`src/rtl/amp_limit_pkg.sv`:
```
// Shared defaults and repeat-FSM state type for the amplitude limit adjuster.
package amp_limit_pkg;

   localparam int unsigned DEF_WIDTH        = 12;
   localparam int unsigned DEF_STEP         = 124;
   localparam int unsigned DEF_MAX_LIMIT    = 4092;
   localparam int unsigned DEF_MIN_GAP      = 124;
   localparam int unsigned DEF_REPEAT_DELAY = 4;
   localparam int unsigned DEF_REPEAT_RATE  = 1;

   typedef enum logic [1:0] {
      IDLE,
      DELAY,
      REPEAT
   } rep_state_t;

endpackage

```
`src/rtl/press_repeat.sv`:
```
// Hold-to-repeat press tracker: one step on press, then auto-repeat after a delay.
module press_repeat
   import amp_limit_pkg::*;
#(
   parameter int unsigned KEY_W        = 3,
   parameter int unsigned REPEAT_DELAY = DEF_REPEAT_DELAY,
   parameter int unsigned REPEAT_RATE  = DEF_REPEAT_RATE
) (
   input  logic             clock,
   input  logic             reset,
   input  logic             tick,
   input  logic             req,
   input  logic [KEY_W-1:0] key,
   output logic             step_c
);

   localparam int unsigned CNT_MAX = (REPEAT_DELAY > REPEAT_RATE) ? REPEAT_DELAY : REPEAT_RATE;
   localparam int unsigned CNT_W   = $clog2(CNT_MAX + 1);

   rep_state_t       state_q, state_d;
   logic [CNT_W-1:0] cnt_q, cnt_d;
   logic [KEY_W-1:0] key_q, key_d;

   always_ff @(posedge clock or posedge reset) begin
      if (reset) begin
         state_q <= IDLE;
         cnt_q   <= '0;
         key_q   <= '0;
      end else begin
         state_q <= state_d;
         cnt_q   <= cnt_d;
         key_q   <= key_d;
      end
   end

   // A changed key while holding is treated exactly like a fresh press.
   always_comb begin
      state_d = state_q;
      cnt_d   = cnt_q;
      key_d   = key_q;
      step_c  = 1'b0;
      if (tick) begin
         case (state_q)
            IDLE: begin
               if (req) begin
                  step_c  = 1'b1;
                  cnt_d   = CNT_W'(REPEAT_DELAY);
                  key_d   = key;
                  state_d = DELAY;
               end
            end
            DELAY, REPEAT: begin
               if (!req) begin
                  state_d = IDLE;
               end else if (key != key_q) begin
                  step_c  = 1'b1;
                  cnt_d   = CNT_W'(REPEAT_DELAY);
                  key_d   = key;
                  state_d = DELAY;
               end else if (cnt_q == CNT_W'(1)) begin
                  step_c  = 1'b1;
                  cnt_d   = CNT_W'(REPEAT_RATE);
                  state_d = REPEAT;
               end else begin
                  cnt_d = cnt_q - CNT_W'(1);
               end
            end
            default: state_d = IDLE;
         endcase
      end
   end

endmodule

```
`src/rtl/amp_limit_adjuster.sv`:
```
// Per-channel min/max DAC limit registers with saturating, gap-preserving button steps.
module amp_limit_adjuster
   import amp_limit_pkg::*;
#(
   parameter int unsigned WIDTH        = DEF_WIDTH,
   parameter int unsigned CHANNELS     = 2,
   parameter int unsigned STEP         = DEF_STEP,
   parameter int unsigned MAX_LIMIT    = DEF_MAX_LIMIT,
   parameter int unsigned MIN_GAP      = DEF_MIN_GAP,
   parameter int unsigned REPEAT_DELAY = DEF_REPEAT_DELAY,
   parameter int unsigned REPEAT_RATE  = DEF_REPEAT_RATE,
   localparam int unsigned SEL_W       = (CHANNELS > 1) ? $clog2(CHANNELS) : 1
) (
   input  logic                      clock,
   input  logic                      reset,
   input  logic                      tick,
   input  logic                      increase,
   input  logic                      decrease,
   input  logic                      minOrMax,
   input  logic [SEL_W-1:0]          channel_sel,
   output logic [CHANNELS*WIDTH-1:0] maximum,
   output logic [CHANNELS*WIDTH-1:0] minimum,
   output logic                      changed,
   output logic                      limit_hit
);

   localparam int unsigned EXT_W = WIDTH + 1;
   localparam int unsigned KEY_W = SEL_W + 2;
   localparam logic [EXT_W-1:0] STEP_X = EXT_W'(STEP);
   localparam logic [EXT_W-1:0] LIM_X  = EXT_W'(MAX_LIMIT);
   localparam logic [EXT_W-1:0] GAP_X  = EXT_W'(MIN_GAP);

   logic [WIDTH-1:0] max_q [CHANNELS];
   logic [WIDTH-1:0] min_q [CHANNELS];
   logic             req_c, step_c;
   logic [KEY_W-1:0] key_c;
   logic [EXT_W-1:0] cur_max, cur_min, cur_val, gap, up_val, dn_val, nxt_val;

   assign req_c = (increase ^ decrease) && (32'(channel_sel) < CHANNELS);
   assign key_c = {increase, minOrMax, channel_sel};

   press_repeat #(
      .KEY_W        (KEY_W),
      .REPEAT_DELAY (REPEAT_DELAY),
      .REPEAT_RATE  (REPEAT_RATE)
   ) u_press_repeat (
      .clock  (clock),
      .reset  (reset),
      .tick   (tick),
      .req    (req_c),
      .key    (key_c),
      .step_c (step_c)
   );

   // Saturating step for the selected field; WIDTH+1 bits so nothing wraps.
   always_comb begin
      cur_max = '0;
      cur_min = '0;
      for (int c = 0; c < CHANNELS; c++) begin
         if (SEL_W'(c) == channel_sel) begin
            cur_max = {1'b0, max_q[c]};
            cur_min = {1'b0, min_q[c]};
         end
      end
      gap     = cur_max - cur_min;
      cur_val = minOrMax ? cur_max : cur_min;
      up_val  = cur_val + STEP_X;
      dn_val  = (cur_val < STEP_X) ? '0 : cur_val - STEP_X;
      nxt_val = cur_val;
      if (minOrMax) begin
         if (increase)
            nxt_val = (up_val > LIM_X) ? LIM_X : up_val;
         else if (gap > GAP_X)
            nxt_val = (dn_val < cur_min + GAP_X) ? cur_min + GAP_X : dn_val;
      end else begin
         if (increase) begin
            if (gap > GAP_X)
               nxt_val = (up_val > cur_max - GAP_X) ? cur_max - GAP_X : up_val;
         end else begin
            nxt_val = dn_val;
         end
      end
   end

   always_ff @(posedge clock or posedge reset) begin
      if (reset) begin
         for (int c = 0; c < CHANNELS; c++) begin
            max_q[c] <= WIDTH'(MAX_LIMIT);
            min_q[c] <= '0;
         end
         changed   <= 1'b0;
         limit_hit <= 1'b0;
      end else begin
         changed   <= 1'b0;
         limit_hit <= 1'b0;
         if (step_c) begin
            changed   <= (nxt_val != cur_val);
            limit_hit <= (nxt_val == cur_val);
            for (int c = 0; c < CHANNELS; c++) begin
               if (SEL_W'(c) == channel_sel) begin
                  if (minOrMax) max_q[c] <= nxt_val[WIDTH-1:0];
                  else          min_q[c] <= nxt_val[WIDTH-1:0];
               end
            end
         end
      end
   end

   always_comb begin
      maximum = '0;
      minimum = '0;
      for (int c = 0; c < CHANNELS; c++) begin
         maximum[c*WIDTH +: WIDTH] = max_q[c];
         minimum[c*WIDTH +: WIDTH] = min_q[c];
      end
   end

endmodule
```
`config.mk`:
```
export PLATFORM = sky130hd
export DESIGN_NAME = amp_limit_adjuster
export DESIGN_NICKNAME = d
export VERILOG_FILES = /design/src/rtl/amp_limit_pkg.sv /design/src/rtl/press_repeat.sv /design/src/rtl/amp_limit_adjuster.sv
export SDC_FILE = /design/constraint.sdc
export NUM_CORES = 1
export LEC_CHECK = 0
export ABC_AREA = 1
export ABC_CLOCK_PERIOD_IN_PS = 3800
export CAP_MARGIN = 20
export CORE_MARGIN = 5
export CORE_UTILIZATION = 54
export CTS_CLUSTER_DIAMETER = 80
export CTS_CLUSTER_SIZE = 16
export DETAILED_ROUTE_END_ITERATION = 6
export PLACE_DENSITY_LB_ADDON = 0.25
export SLEW_MARGIN = 20
export SYNTH_ARGS = -nofsm -noshare
export SYNTH_HDL_FRONTEND = slang
export SYNTH_SLANG_ARGS = --single-unit
export TNS_END_PERCENT = 1
```
`constraint.sdc`:
```
create_clock -name clock -period 3.8 [get_ports clock]
set_clock_uncertainty 0.15 [all_clocks]
set_input_delay 0.38 -clock clock [delete_from_list [all_inputs] [get_ports clock]]
set_output_delay 0.38 -clock clock [all_outputs]
set_load 0.1 [all_outputs]
```
After elaboration in Yosys (flattened, before gate mapping). Index checks and enable logic that the tools add are counted.

Word-level logic and storage cells: 77. Bits of input ports: 7. Bits in registers: 58.

Reduce and logical (&&, ||, !) cells: 10. Equal/unequal tests: 10. Bitwise operators: 3. Add/subtract/negate cells: 6. Order comparisons: 5. Multiplexer cells: 34.

Operators by type and width (number): $mux W13 (10); $add A13 B7 Y13 const B (2); $sub A13 B7 Y13 const B (2); $mux W12 (2); $mux W3 (7); $reduce_and A3 Y1 (5); $eq A13 B13 Y1 (1); $gt A13 B12 Y1 const B (1); $gt A13 B13 Y1 (1); $gt A13 B7 Y1 const B (1); $lt A13 B13 Y1 (1); $lt A13 B7 Y1 const B (1); $ne A13 B13 Y1 (1); $sub A13 B13 Y13 (1); $pmux W3 S2 (2); $mux W2 (4); $mux W1 (7); $ne A2 B1 Y1 const B (3); $reduce_and A5 Y1 (1); $ne A4 B4 Y1 const B (1); $pmux W2 S2 (1); $reduce_and A4 Y1 (1); $eq A3 B1 Y1 const B (1); $ne A3 B3 Y1 (1); other kinds (9) (10).

Logic depth before layout (Yosys ltp). Gate-level depths: netlist (run 1).

Depth after elaboration: 11. Depth in mapped cells: 36. Gate-level depth less buffers: 33.

By module. A second synthesis (run 1) with hierarchy kept.

Cells, all modules: 1052. Area total of the unflattened synthesis: 6516.2 µm².

By module, submodules not included: amp_limit_adjuster (cells an instance 963, area an instance 5921.9 µm², times used 1, seq. area each 1276.2 µm²); press_repeat (cells an instance 89, area an instance 594.3 µm², times used 1, seq. area each 200.2 µm²).

Least setup slack after synthesis (run 1). Ideal clock, no wire load.

Path type: register to register. Start point: register min_q (netlist bit minimum[14]). End point: register limit_hit. Clock period less this slack: 4.166 ns. Path slack: -0.366 ns. Path buffers: 1. Arrival time: 3.944 ns. Cell stages (with the launch flop): 30. Required time: 3.578 ns. Cells stage by stage: dfrtp_1 nand2_1 nand3_1 nand2_2 inv_2 ha_1 nand2_1 nor2_1 inv_1 nand3_1 xor2_1 nor2_1 ha_1 nand4_1 nor3_1 nand2_4 nand2_4 buf_6 nand2_1 nand3_1 nand2_1 nand2_1 nand2_2 nand2_1 nand2_1 nor2_1 nand2_1 nor2_2 nand2_1 nor2_1.

Word-level cells in the longest chain between the ends: 11.

RTL lines: from (decl) (line amp_limit_adjuster.sv:34) `logic [WIDTH-1:0] min_q [CHANNELS];`; from (signal, indexed assignment) (line amp_limit_adjuster.sv:102) `else min_q[c] <= nxt_val[WIDTH-1:0];`; $mux W12 (*) (line amp_limit_adjuster.sv:60) `if (SEL_W'(c) == channel_sel) begin`; $mux W13 (line amp_limit_adjuster.sv:66) `cur_val = minOrMax ? cur_max : cur_min;`; $sub A13 B7 Y13 / $lt A13 B7 Y1 (equally long branches) (line amp_limit_adjuster.sv:68) `dn_val = (cur_val < STEP_X) ? '0 : cur_val - STEP_X;`; $mux W13 (line amp_limit_adjuster.sv:68); $lt A13 B13 Y1 (line amp_limit_adjuster.sv:74) `nxt_val = (dn_val < cur_min + GAP_X) ? cur_min + GAP_X : dn_val;`; $mux W13 (line amp_limit_adjuster.sv:74); $mux W13 (line amp_limit_adjuster.sv:73) `else if (gap > GAP_X)`; $mux W13 (line amp_limit_adjuster.sv:71) `if (increase)`; $mux W13 (line amp_limit_adjuster.sv:70) `if (minOrMax) begin`; $eq A13 B13 Y1 (*) (line amp_limit_adjuster.sv:98) `limit_hit <= (nxt_val == cur_val);`; $mux W1 (*) (line amp_limit_adjuster.sv:96) `if (step_c) begin`; to (signal assigned) (line amp_limit_adjuster.sv:98); to (decl) (line amp_limit_adjuster.sv:24) `output logic limit_hit`.

Mark *: on every way between the ends. The rest lies on a longest branch, timed or not. A chain may end at the register's enable or synchronous reset.

Worst setup path after layout (run 1).
Start point: input port channel_sel. End point: register limit_hit.

Word-level cells in the longest chain between the ends: 11.

RTL lines: from (decl) (line amp_limit_adjuster.sv:20) `input logic [SEL_W-1:0] channel_sel,`; $mux W12 (line amp_limit_adjuster.sv:60); $mux W13 (line amp_limit_adjuster.sv:66); $sub A13 B7 Y13 / $lt A13 B7 Y1 (equally long branches) (line amp_limit_adjuster.sv:68); $mux W13 (line amp_limit_adjuster.sv:68); $lt A13 B13 Y1 (line amp_limit_adjuster.sv:74); $mux W13 (line amp_limit_adjuster.sv:74); $mux W13 (line amp_limit_adjuster.sv:73); $mux W13 (line amp_limit_adjuster.sv:71); $mux W13 (line amp_limit_adjuster.sv:70); $eq A13 B13 Y1 (line amp_limit_adjuster.sv:98); $mux W1 (*) (line amp_limit_adjuster.sv:96).

Marks and branches as above.

==> impl_metrics.tcl, run 1 <==
set metrics [dict create \
    crit_type "in2reg" \
    status "finished with violations" \
    cpPeakStageDelay_ps 340 \
    hold_viol_final 0 \
    cp-startpoint "channel_sel" \
    crit_path_frequent_cell "nand2_1" \
    ys_seq_area_share_pct 23.2 \
    nFillCells 443 \
    insertion_delay_ps 360 \
    start_util_pct 55.4 \
    root_buffer "clkbuf_16" \
    clk_pin_slew_worst_paths_ps 60 \
    netlist_instances 1010 \
    synth.most_common_cell "nand2_1" \
    syn_nets 1064 \
    wl_per_cell_um 25.4 \
    die_width_um 118 \
    violations "DRC, setup timing" \
    grt_usage_pct 38.8 \
    r2r_end "limit_hit" \
    ys_types 52 \
    regToRegSetupSlack_ps -980 \
    grt_pass1_vias 8248 \
    antenna_found_initial 0 \
    cp-endpoint "limit_hit" \
    crit_path_start_kind "primary input" \
    cts_buffers 9 \
    dpl.hpwl_um 20600 \
    worst_slack_ps -999 \
    max-cap-violations 0 \
    finalSetupViolCount 50 \
    netlist_top_cells_area "nand2_1 19%, dfrtp_1 15%, ha_1 9.1%" \
    cts_tree "yes" \
    die_area_um2 14000 \
    cts.sinks 58 \
    crit_path_end_kind "register" \
    totalWireLength_um 37900 \
    gp_congestion 1.02 \
    synth_common_cells "320 x nand2_1, 123 x inv_1, 93 x nand3_1" \
    antenna_left 0 \
    hold_buffers 0 \
    synthesis.area_um2 6350 \
    drc_errors 201 \
    slew_viol_final 0 \
    synth_seq_cells 58 \
    holdWs_ps 208 \
    io-pin-count 57 \
    critPathRequiredTime_ps 3930 \
    period_share_pct 126 \
    r2r-start "maximum[16]" \
    slew_headroom_pct 26.2 \
    area_delta_synth_final_pct 66.9 \
    setup-tns-final_ps -21130 \
    rows 39 \
    port_buffers 56 \
    multi_input_area_um2 5040 \
    postSynth.asyncResetShare_pct 100 \
    die_h_um 118 \
    grt_setup_unrepaired "true" \
    overflow 0 \
    min_path_type "in2async" \
    synth-edff-count 0 \
    worst_pin_slew_ps 1100 \
    fmax_ghz 0.208 \
    diodes 0 \
    worstPathArrival_ps 4930 \
    ys.flop_type "dfrtp_1" \
    postSynthAreaPerCell_um2 6.29 \
    yosysTopAreaCellShare_pct 18.9 \
    grt_pass1_wl_um 43100 \
    grt_max_degree 28 \
    drive_gt1_share_pct 43.0 \
    clockBufferDepth 2 \
    cp_max_fo 14 \
    viasPerCell 6.76 \
    drtIter0Drc 2293 \
    min_period_ps 4800 \
    cts_max_level 3 \
    cpMaxStageDelayCell "ha_1" \
    ys.warnings.count 0 \
    ff_latch_area_um2 1550 \
    ff2ff_path_depth 28 \
    first_pass_iters 7 \
    layout.nets 1401 \
    synth_top_cell_by_area "nand2_1" \
    core_um2 11500 \
    vias 10100 \
]
==> layout by cell type, fill, tap and decap left out, drive strengths merged <==
cell           instances
fa                     1
a21o                   2
clkdlybuf4s50         54
o21ai                104
xnor2                  7
a2111o                 1
nand3b                 6
clkinvlp               2
clkinv                 5
xor2                  13
a211oi                 3
o221a                  1
mux2                   1
nor3b                  1
o211ai                 2
and2                   5
o31ai                  1
dfstp                 20
and3                   1
a31oi                  2
buf                  301
nand4                 19
or2                    2
a21oi                 37
o21bai                 1
nor4                   1
o22ai                  1
nor3                   7
nand2                354
nor2                  67
inv                  126
nand3                104
o21a                   2
dfrtp                 38
o311ai                 1
dlygate4sd2            1
ha                    46
bufbuf                 1
bufinv                 2
clkbuf                 9
==> critical path: cells and delay by family <==
kind | cells | cell delay, ps
adders and majority gates | 1 | 340
buffers and inverters | 8 | 1360
and+or+nand+nor | 18 | 2680
AOI/OAI and AO/OA | 1 | 150
==> state kept, by name, summed over array words and instances (netlist names) <==
name and count:
limit_hit 1, changed 1, u_press_repeat.cnt_q 3, u_press_repeat.key_q 3, minimum 24, maximum 24, u_press_repeat.state_q 2
==> per-layer routing <==
metal | vias to the layer above | track usage [%] | routed length (um)
met5 | - | 0 | 0
met3 | 469 | 9.31 | 5900
met4 | 0 | 22.4 | 4360
met1 | 4518 | 47.7 | 11900
met2 | 1149 | 62.1 | 15700
li1 | 3965 | - | -
==> cell families after synthesis <==
kind of cell	count (synthesis)	synth area share [%]
buffers and inverters	159	10.6
XOR/XNOR	20	2.88
flip-flops	58	23.2
AO/OA/AOI/OAI	158	13.2
AND/OR/NAND/NOR	567	40.6
multiplexers	1	0.177
adder cells (fa/ha/maj)	47	9.37
==> layout make-up <==
cell class,count,share of cell area (%)
clock buffers,9,2.12
clock inverters,7,0.885
inverters,128,4.76
multi-input cells,793,47.5
flip-flops and latches,58,14.7
well taps,143,1.69
repair buffers,357,28.4
==> how the worst min path moves through the flow <==
stage	from	to	cells past startpoint
floorplan	u_press_repeat.key_q[0]	u_press_repeat.key_q[0]	2
global placement	u_press_repeat.key_q[1]	u_press_repeat.key_q[1]	2
detailed placement	maximum[23]	maximum[23]	2
CTS	reset	minimum[20]	2
global route	reset	minimum[20]	2
finish	reset	minimum[8]	2
==> metrics by stage <==
step / setup WS [ps] / utilization (%) / area (um2) / cells
2_1_floorplan: -5.58 / - / 6600 / 1010
3_3_place_gp: -1080 / 78.4 / 8990 / 1422
3_5_place_dp: -1170 / 78.4 / 8990 / 1422
4_1_cts: -199 / 86.1 / 9880 / 1464
5_1_grt: -1050 / 92.5 / 10600 / 1495
6_report: -999 / 92.5 / 10600 / 1495
==> what timing repair did <==
action / CTS / global route
gates cloned: 1 / 0
setup buffers: 25 / 32
pin swaps: 51 / 92
endpoints found under the setup margin: 50 / 50
gates resized for setup: 90 / 150
Power of run 1 is not shown: default switching activity piles up to over one toggle a cycle in this logic, so the estimate is an artifact.
==> inputs of run 2 (changes only) <==
--- a/config.mk
+++ b/config.mk
@@ -13,6 +13,7 @@
 export CTS_CLUSTER_DIAMETER = 80
 export CTS_CLUSTER_SIZE = 16
 export DETAILED_ROUTE_END_ITERATION = 6
+export GPL_TIMING_DRIVEN = 0
 export PLACE_DENSITY_LB_ADDON = 0.25
 export SLEW_MARGIN = 20
 export SYNTH_ARGS = -nofsm -noshare
==> impl_metrics.tcl, run 2 (synthesized netlist as in run 1, its figures left out) <==
set metrics [dict create \
    status "finished with violations" \
    violations "setup timing" \
    wl_met2_um 11300 \
    fmax_ghz 0.242 \
    hold_viol_final 0 \
    die_h_um 118 \
    cts_buffers 9 \
    m1WireLength_um 9660 \
    insertion_delay_ps 330 \
    die_area_um2 14000 \
    overflow 0 \
    grt_setup_unrepaired "true" \
    top_layer_used "met4" \
    grt_usage_pct 34.0 \
    period_share_pct 109 \
    gp_congestion 1.00 \
    dp_cells 1207 \
    crit_path_start_kind "register" \
    stdcell_area_um2 8740 \
    worstPathArrival_ps 4230 \
    slew_headroom_pct 33.4 \
    vias 7776 \
    diodes 0 \
    cp_max_fo 5 \
    grt_pass1_vias 7032 \
    drtIter0Drc 986 \
    rows 39 \
    crit_path_end_kind "register" \
    finalSetupViolCount 26 \
    totalWireLength_um 25300 \
    layout_common_cells "282 x nand2_1, 112 x inv_1, 78 x nand3_1" \
    core_um2 11500 \
    whs_path_depth 2 \
    dpl.hpwl_um 18000 \
    crit_type "reg2reg" \
    port_buffers 54 \
    root_buffer "clkbuf_16" \
    pre_cts_slack_ps -1250 \
    die_width_um 118 \
    met3WireLength_um 2980 \
    r2r_end "limit_hit" \
    first_pass_iters 6 \
    drive_gt1_share_pct 29.1 \
    instances_no_fill 1283 \
    min_period_ps 4120 \
    slew_viol_final 0 \
    min_path_type "reg2reg" \
    grt_pass1_wl_um 37800 \
    crit_path_frequent_cell "nand2_1" \
    placed_area_um2 7320 \
    drc_errors 0 \
    clk_pin_slew_worst_paths_ps 50 \
    cp-endpoint "limit_hit" \
    antenna_left 0 \
    io-pin-count 57 \
    r2r-start "maximum[2]" \
    clockBufferDepth 2 \
    worst_pin_slew_ps 995 \
    worst_slack_ps -324 \
    cts_tree "yes" \
    viasPerCell 6.06 \
    regToRegSetupSlack_ps -320 \
    grt_max_degree 59 \
    start_util_pct 55.4 \
    critPathRequiredTime_ps 3910 \
    cp-startpoint "maximum[2]" \
    layout.nets 1189 \
    antenna_found_initial 0 \
    cts.sinks 58 \
    final_common_cell "nand2_1" \
    ff2ff_path_depth 28 \
    cts_max_level 3 \
    cpMaxStageDelayCell "dfstp_4" \
    area_delta_synth_final_pct 37.6 \
    wl_per_cell_um 19.7 \
    cpPeakStageDelay_ps 620 \
    max-cap-violations 0 \
]
-- run 2: worst min path at each step --
stage | from | end | slack [ps]
floorplan | u_press_repeat.key_q[0] | u_press_repeat.key_q[0] | 320
global placement | u_press_repeat.key_q[1] | u_press_repeat.key_q[1] | 340
detailed placement | u_press_repeat.key_q[2] | u_press_repeat.key_q[2] | 350
CTS | maximum[6] | maximum[6] | 360
global route | maximum[23] | maximum[23] | 370
finish | maximum[23] | maximum[23] | 350
-- run 2: metal layers --
layer / track usage, % / vias to the layer above
met3: 8.36 / 115
met1: 45.5 / 3607
met2: 52.7 / 507
li1: - / 3547
met4: 14.2 / 0
met5: 0 / -
-- run 2: final cells by class --
cell class | instances | area [um2]
repair buffers | 114 | 1010
clock inverters | 3 | 15.0
fillers | 889 | 2730
inverters | 128 | 518
multi-input cells | 793 | 4980
clock buffers | 13 | 250
well taps | 143 | 179
flip-flops and latches | 58 | 1550
plain buffers | 31 | 234
-- run 2: stage by stage --
stage | hold slack, ps | util [%] | setup TNS, ps
floorplan | 323 | - | -5.58
finish | 352 | 76.2 | -2110
CTS | 357 | 72.0 | -289
global placement | 339 | 63.8 | -36020
global route | 373 | 76.2 | -7530
detailed placement | 347 | 63.8 | -39850
-- run 2: repair_timing --
item / CTS / global route
gates cloned: 2 / 1
endpoints found under the setup margin: 50 / 50
setup buffers: 38 / 19
gates resized for setup: 92 / 114
hold buffers: 0 / 0
pin swaps: 60 / 48
-- run 2: worst max-delay path: cells and delay by family (launching register included) --
family,cells,cell delay (ps)
AND/OR/NAND/NOR,17,1680
AO/OA/AOI/OAI,5,660
flip-flops,1,620
adder cells (fa/ha/maj),2,460
buffers and inverters,3,250
XOR/XNOR,1,220
Power of run 2 is left out for the same reason.
==> inputs of run 3 (changes only) <==
--- a/config.mk
+++ b/config.mk
@@ -13,7 +13,6 @@
 export CTS_CLUSTER_DIAMETER = 80
 export CTS_CLUSTER_SIZE = 16
 export DETAILED_ROUTE_END_ITERATION = 6
-export GPL_TIMING_DRIVEN = 0
 export PLACE_DENSITY_LB_ADDON = 0.25
 export SLEW_MARGIN = 20
 export SYNTH_ARGS = -nofsm -noshare
==> results of run 3 <==
Same layout as run 1: the final DEF is identical, and so are final timing and power.
Power of run 3 is left out for the same reason.
